===== src/rtl/seq_player.sv =====
// seq_player: steps through the current round's colour sequence, showing each
// ROM entry on the LEDs for ON_TICKS ticks followed by GAP_TICKS ticks of blank,
// then holds end_fpga until the controller drops its play enable.
module seq_player #(
  parameter int N_STEPS   = 16,
  parameter int ADDR_W    = 4,
  parameter int CODE_W    = 4,
  parameter int ROUND_W   = 4,
  parameter int ON_TICKS  = 4,
  parameter int GAP_TICKS = 2
) (
  input  logic               clock,
  input  logic               reset,
  input  logic               enable,
  input  logic [ROUND_W-1:0] round,
  input  logic               tick,
  input  logic [CODE_W-1:0]  seq_data,
  output logic [ADDR_W-1:0]  seq_addr,
  output logic [CODE_W-1:0]  leds,
  output logic               busy,
  output logic               end_fpga
);

  localparam int MAX_T = (ON_TICKS > GAP_TICKS) ? ON_TICKS : GAP_TICKS;
  localparam int TW    = (MAX_T > 1) ? $clog2(MAX_T) : 1;
  localparam int LEN_W = ADDR_W + 1;

  typedef enum logic [2:0] {IDLE, FETCH, SHOW, GAP, DONE} state_t;

  state_t             state;
  logic [ADDR_W-1:0]  idx;
  logic [LEN_W-1:0]   len;
  logic [TW-1:0]      tcnt;

  // round+1 carries an extra bit so the largest round never wraps to zero steps
  logic [ROUND_W:0]   round_p1;
  logic [LEN_W-1:0]   start_len;
  logic               last_step;

  // Saturate the requested length to the ROM depth and flag the final step
  always_comb begin
    round_p1 = {1'b0, round} + {{ROUND_W{1'b0}}, 1'b1};
    if (int'(round_p1) > N_STEPS) start_len = LEN_W'(N_STEPS);
    else                          start_len = LEN_W'(round_p1);
    last_step = ({1'b0, idx} == (len - LEN_W'(1)));
  end

  // Playback FSM; every output is a register, abort on enable low wins over all else
  always_ff @(posedge clock or negedge reset) begin
    if (!reset) begin
      state    <= IDLE;
      leds     <= '0;
      seq_addr <= '0;
      end_fpga <= 1'b0;
      busy     <= 1'b0;
      idx      <= '0;
      len      <= '0;
      tcnt     <= '0;
    end else begin
      case (state)
        IDLE: begin
          if (enable) begin
            len      <= start_len;
            idx      <= '0;
            seq_addr <= '0;
            busy     <= 1'b1;
            state    <= FETCH;
          end
        end
        FETCH, SHOW, GAP: begin
          if (!enable) begin
            leds     <= '0;
            seq_addr <= '0;
            tcnt     <= '0;
            busy     <= 1'b0;
            state    <= IDLE;
          end else if (state == FETCH) begin
            leds  <= seq_data;
            tcnt  <= '0;
            state <= SHOW;
          end else if (state == SHOW) begin
            if (tick) begin
              if (tcnt == TW'(ON_TICKS - 1)) begin
                leds  <= '0;
                tcnt  <= '0;
                state <= GAP;
              end else begin
                tcnt <= tcnt + TW'(1);
              end
            end
          end else begin
            if (tick) begin
              if (tcnt == TW'(GAP_TICKS - 1)) begin
                tcnt <= '0;
                if (last_step) begin
                  end_fpga <= 1'b1;
                  state    <= DONE;
                end else begin
                  idx      <= idx + ADDR_W'(1);
                  seq_addr <= idx + ADDR_W'(1);
                  state    <= FETCH;
                end
              end else begin
                tcnt <= tcnt + TW'(1);
              end
            end
          end
        end
        DONE: begin
          leds <= '0;
          if (!enable) begin
            end_fpga <= 1'b0;
            busy     <= 1'b0;
            state    <= IDLE;
          end
        end
        default: begin
          leds     <= '0;
          seq_addr <= '0;
          end_fpga <= 1'b0;
          busy     <= 1'b0;
          state    <= IDLE;
        end
      endcase
    end
  end

endmodule

===== config.mk =====
export PLATFORM = sky130hd
export DESIGN_NAME = seq_player
export DESIGN_NICKNAME = d
export VERILOG_FILES = /design/src/rtl/seq_player.sv
export SDC_FILE = /design/constraint.sdc
export NUM_CORES = 1
export LEC_CHECK = 0
export ABC_AREA = 1
export CAP_MARGIN = 10
export CORE_MARGIN = 5
export CORE_UTILIZATION = 40
export CTS_CLUSTER_DIAMETER = 100
export DETAILED_ROUTE_END_ITERATION = 6
export SYNTH_ARGS = -nofsm -noshare
export SYNTH_HDL_FRONTEND = slang
export SYNTH_SLANG_ARGS = --single-unit

===== constraint.sdc =====
create_clock -name clock -period 4.04 [get_ports clock]
set_input_delay 0.404 -clock clock [delete_from_list [all_inputs] [get_ports clock]]
set_output_delay 0.404 -clock clock [all_outputs]
set_load 0.1 [all_outputs]

Yosys cells after proc, flatten, opt, wreduce, memory -nomap -nowiden
Cells that the tools add are included.
{ "word_totals": {"ff_bits": 24, "input_bits": 12, "output_inout_bits": 10, "wordCells": 100} }
{ "op_classes": {"n_addsub": 4, "n_lt_le_gt_ge": 1, "eq_ne": 28, "n_mux": 45, "n_bitwise": 2, "n_reduce_logical": 12} }
{ "ops": {"columns": ["operator", "n"], "rows": [
  ["two-way mux 4 bit", 13],
  ["two-way mux 3 bit", 10],
  ["inequality test 2 bit (second input constant)", 10],
  ["case mux 4 bit (2 select lines)", 2],
  ["AND reduction 8 bit", 2],
  ["inequality test 3 bit (second input constant)", 5],
  ["two-way mux 2 bit", 7],
  ["inequality test 4 bit (second input constant)", 3],
  ["case mux 4 bit (3 select lines)", 1],
  ["inequality test 5 bit (second input constant)", 2],
  ["case mux 3 bit (3 select lines)", 1],
  ["two-way mux 1 bit", 8],
  ["AND reduction 7 bit", 1],
  ["equality test 3 x 2 -> 1 bit (second input constant)", 2],
  ["AND reduction 2 bit", 3],
  ["adder 4 x 1 -> 5 bit (second input constant)", 1],
  ["equality test 4 x 5 -> 1 bit", 1],
  ["> comparator 5 bit (second input constant)", 1],
  ["two-way mux 5 bit", 1],
  ["AND reduction 5 bit", 1],
  ["subtractor 5 x 1 -> 5 bit (second input constant)", 1],
  ["adder 4 x 1 -> 4 bit (second input constant)", 1],
  ["AND reduction 4 bit", 1],
  ["OR reduction 4 bit", 1],
  ["12 further kinds", 13]
]} }

Logic depth before layout (Yosys ltp)
{ "logic_depth": {"ltp_word": 9, "mapped_depth": 13} }

Worst setup path before layout
OpenSTA, ideal clock, no wires.
{ "synth_path": {"kind": "register -> register", "start": "register len[0]", "end": "register idx[0]", "t_arrival_ns": 1.473, "required_ns": 3.974, "path_slack_ns": 2.501, "stages_incl_launch_ff": 14, "n_path_buf": 0, "path_cell_list": "dfrtp_1 > inv_1 > ha_1 > nand2_1 > inv_1 > nor2_1 > nand2_1 > nor2_1 > nand3_1 > nand2_1 > nand2_1 > nand2_1 > nand2_1 > nand2_1"} }
{ "synth_between": {"elab_chain_len": 4} }
{ "synth_rtl": {"columns": ["item", "line", "source"], "rows": [
  ["start, declared", "32", "logic [LEN_W-1:0] len;"],
  ["start signal, assigned", "63", "len <= start_len;"],
  ["subtractor 5 x 1 -> 5 bit", "45", "last_step = ({1'b0, idx} == (len - LEN_W'(1)));"],
  ["equality test 4 x 5 -> 1 bit", "45", null],
  ["inequality test 2 bit (no line)", null, null],
  ["AND reduction 8 bit (no line)", null, null],
  ["end signal, assigned", "99", "idx <= idx + ADDR_W'(1);"],
  ["end, declared", "31", "logic [ADDR_W-1:0] idx;"]
]} }
Every way passes these cells.
A chain may end at the register's enable or synchronous reset.

Worst setup path in the final report
{ "layout_path": {"start": "register end_fpga", "end": "output end_fpga"} }
{ "layout_rtl": {"columns": ["item", "line", "source"], "rows": [
  ["start, declared", "21", "output logic end_fpga"],
  ["start signal, assigned", "54", "end_fpga <= 1'b0;"],
  ["start signal, assigned", "96", "end_fpga <= 1'b1;"],
  ["start signal, assigned", "112", "end_fpga <= 1'b0;"]
]} }
No word-level cell between the ends.

==> out/metrics.csv <==
stage,metric,value,unit
route,drt drc,0,
cells_and_area,final net count,246,
cells_and_area,ant diodes,0,
setup_path,CP max FO,2,
pwr,P per Cell Area,799.1,nW/um^2
setup_path,Critical R2R Capture,idx[3]$_DFFE_PN0P_,
timing,fin crit share,53.91,%
global_route,initial antenna violation count,0,
timing,# setup viols final,0,
timing,Least-Margin Pin Slew,0.9709,ns
yosys,Ys Warns,0,
yosys,ys flop type,dfrtp_1,
outcome,status,finished clean,
floorplan,Initial Util,40.49,%
floorplan,die height,70.42,um
setup_path,"delay-heaviest family, CP",buffers and inverters,
floorplan,die area,4959,um^2
clock_network,H-tree levels,1,
yosys,largest area contributor in the netlist,dfrtp_1,
pwr,sequential fraction of design power,26.7,%
floorplan,die width,70.42,um
pwr,logic gate share of total power,58.6,%
timing,fin. max-slew vios,0,
setup_path,reg-to-reg setup timing slack,2.25,ns
route,TritonRoute pass-1 iters,5,
placement,Port Buffers,21,
route,number of routed nets with antenna violations,0,
pwr,Psw,751.2,uW
setup_path,CP bufs+invs,1,
timing,unrepaired setup endpoints after global routing,no,
setup_path,Worst Setup EP,end_fpga,
global_route,vias in the first global route,1220,
setup_path,Setup crit start,end_fpga$_DFFE_PN0P_,
pwr,leakage,0.9482,nW
cells_and_area,"commonest non-fill, non-tap cell in the layout",nand2_1,
route,WL per Instance,11.17,um
clock_network,clock transition at the registers of the reported paths,0.09,ns
pwr,Sw Ratio,51.96,%
cells_and_area,flip-flop and latch area,600.6,um^2
yosys,syn avg cell area,7.264,um^2
floorplan,core area,3606,um^2
cells_and_area,Layout Cells excl Fill,275,
setup_path,Slowest cell on crit path,clkdlybuf4s50_1,
cells_and_area,Layout fillers,366,
floorplan,io pins,22,
clock_network,clk buf depth,2,
timing,Period minus WS final,2.178,ns
run,max cap viols,0,
global_route,global-route wire length before repair,5.513,mm
yosys,asr flop ratio synth,100.0,%
yosys,distinct cell type count after synthesis,27,
setup_path,Startpoint Class,flop,
route,DR iter-0 viols,70,
global_route,Overflow after GRT,0,
yosys,Seq cells post-synth,24,
pwr,Internal,694.5,uW
clock_network,# hold bufs at CTS,0,
clock_network,CTS sink cnt,24,
timing,Slew HR,35.07,%
global_route,GRT Util Overall,13.55,%
setup_path,WP data required,3.64,ns
setup_path,CP cell instances,clkdlybuf4s50_1,
clock_network,post-CTS setup buffer count,0,
timing,Fmax,0.4591,GHz
setup_path,CP peak stage delay,1.14,ns
setup_path,Crit Path Class,flop to output pin,
clock_network,TritonCTS buffer count,3,
pwr,maximum vdd drop,0.3469,mV
floorplan,Cell Rows,22,
yosys,Synth area leaders,"dfrtp_1, nand2_1, nand3_1",
pwr,Clock power frac,14.7,%
timing,"Hold Vio Cnt, Final",0,
yosys,"Seq/Total Area, Yosys",41.13,%
route,Via Count,1271,
setup_path,critical path depth,1,
cells_and_area,most frequent cells in the layout,"nand2_1, inv_1, dfrtp_1",
yosys,Post-Syn Nets,219,
placement,pre-CTS WS,2.163,ns
route,final WL,3.072,mm
yosys,top-area cell type share of the netlist area,41.13,%
cells_and_area,Syn-to-layout area delta,23.91,%
placement,RD Place Congestion,0.9266,
setup_path,Worst R2R Start,len[0]$_DFFE_PN0P_,
global_route,largest net degree at the start of global routing,25,
timing,setup_tns,0,ns
setup_path,critical path endpoint category,output pin,
route,via-per-instance ratio,4.622,
clock_network,clk_lat worst skew,0.27,ns
placement,dpl cells,271,
yosys,number of synthesized flops with an enable pin,0,
worst_hold_path,Hold Crit Class,flop to flop,
yosys,cell area after synthesis,1460,um^2
cells_and_area,layout cell share with drive strength beyond 1,10.13,%
placement,detailed placement HPWL,2.415,mm
clock_network,PostCTS Resize Cnt,0,
setup_path,Critical Path AT,1.77,ns
yosys,synthesized instance count,201,
clock_network,Root Buffer,clkbuf_8,
clock_network,CTS tree,built,
cells_and_area,multi-input logic area,739.5,um^2
timing,setup slack after layout,1.862,ns
setup_path,Worst R2R Path Depth,13,
timing,worst clock skew,0.006299,ns
[registers in the layout, summed over array words and instances, names as in the netlist]
register,cells
busy,1
end_fpga,1
idx,4
leds,4
len,5
seq_addr,4
state,3
tcnt,2
[cell type report]
type | count | share of cell area [%]
sequential | 24 | 33.19
clock buffer | 3 | 2.282
timing repair buffer | 22 | 12.03
inverter | 32 | 6.639
tap | 48 | 3.319
multi-input combinational | 145 | 40.87
clock inverter | 1 | 1.660
[worst reg2reg max path, delay by kind of cell (launching register included)]
kind	cells	cell delay [ns]
buf+inv	2	0.11
simple gates	10	0.95
flops	1	0.37
fa+ha+maj	1	0.31
[metal layers]
layer / global-route usage [%] / vias up / routed length (um)
li1: - / 688 / -
met1: 20.09 / 566 / 1578
met2: 19.96 / 15 / 1347
met3: 3.309 / 2 / 131
met4: 2.553 / 0 / 14
met5: 0 / - / 0
[worst min-delay path by stage]
stage,cells after the start,to,from
finish,2,seq_addr[3]$_DFFE_PN0P_,seq_addr[3]$_DFFE_PN0P_
global route,2,seq_addr[3]$_DFFE_PN0P_,seq_addr[3]$_DFFE_PN0P_
CTS,2,seq_addr[0]$_DFFE_PN0P_,seq_addr[0]$_DFFE_PN0P_
detailed placement,2,seq_addr[0]$_DFFE_PN0P_,seq_addr[0]$_DFFE_PN0P_
global placement,2,seq_addr[3]$_DFFE_PN0P_,seq_addr[3]$_DFFE_PN0P_
floorplan,0,busy$_DFFE_PN0P_,reset
[cell usage after synthesis, drive strengths merged, types with 2 or more instances]
library cell  number
dfrtp             24
or2                2
nand2             59
nand3             22
ha                 6
o21ai             12
nor2              28
a21oi              3
inv               32
o22ai              3
a22oi              2
[power groups by stage]
stage | clock network [mW] | logic (mW) | registers [mW]
3_5_place_dp | 0 | 0.849 | 0.392
4_1_cts | 0.218 | 0.853 | 0.387
3_3_place_gp | 0 | 0.847 | 0.391
2_1_floorplan | 0 | 0.405 | 0.640
6_report | 0.212 | 0.847 | 0.386
5_1_grt | 0.230 | 0.933 | 0.400
[through the flow]
stage	area, um^2	power [mW]	util, %	hold WS, ns
floorplan	1460	1.045	-	0.1084
global placement	1738	1.238	48.20	0.4638
detailed placement	1738	1.240	48.20	0.4629
CTS	1809	1.459	50.17	0.4858
global route	1809	1.562	50.17	0.5324
finish	1809	1.446	50.17	0.4781
[cells by family after synthesis]
kind of cell | Yosys count | share of synthesized area [%]
AND/OR/NAND/NOR | 114 | 34.62
buffers and inverters | 32 | 8.227
flip-flops | 24 | 41.13
AO/OA/AOI/OAI | 22 | 8.998
adder cells (fa/ha/maj) | 6 | 5.141
XOR/XNOR | 2 | 1.200
multiplexers | 1 | 0.6855
Note: power is estimated with default switching activity, not from simulation.
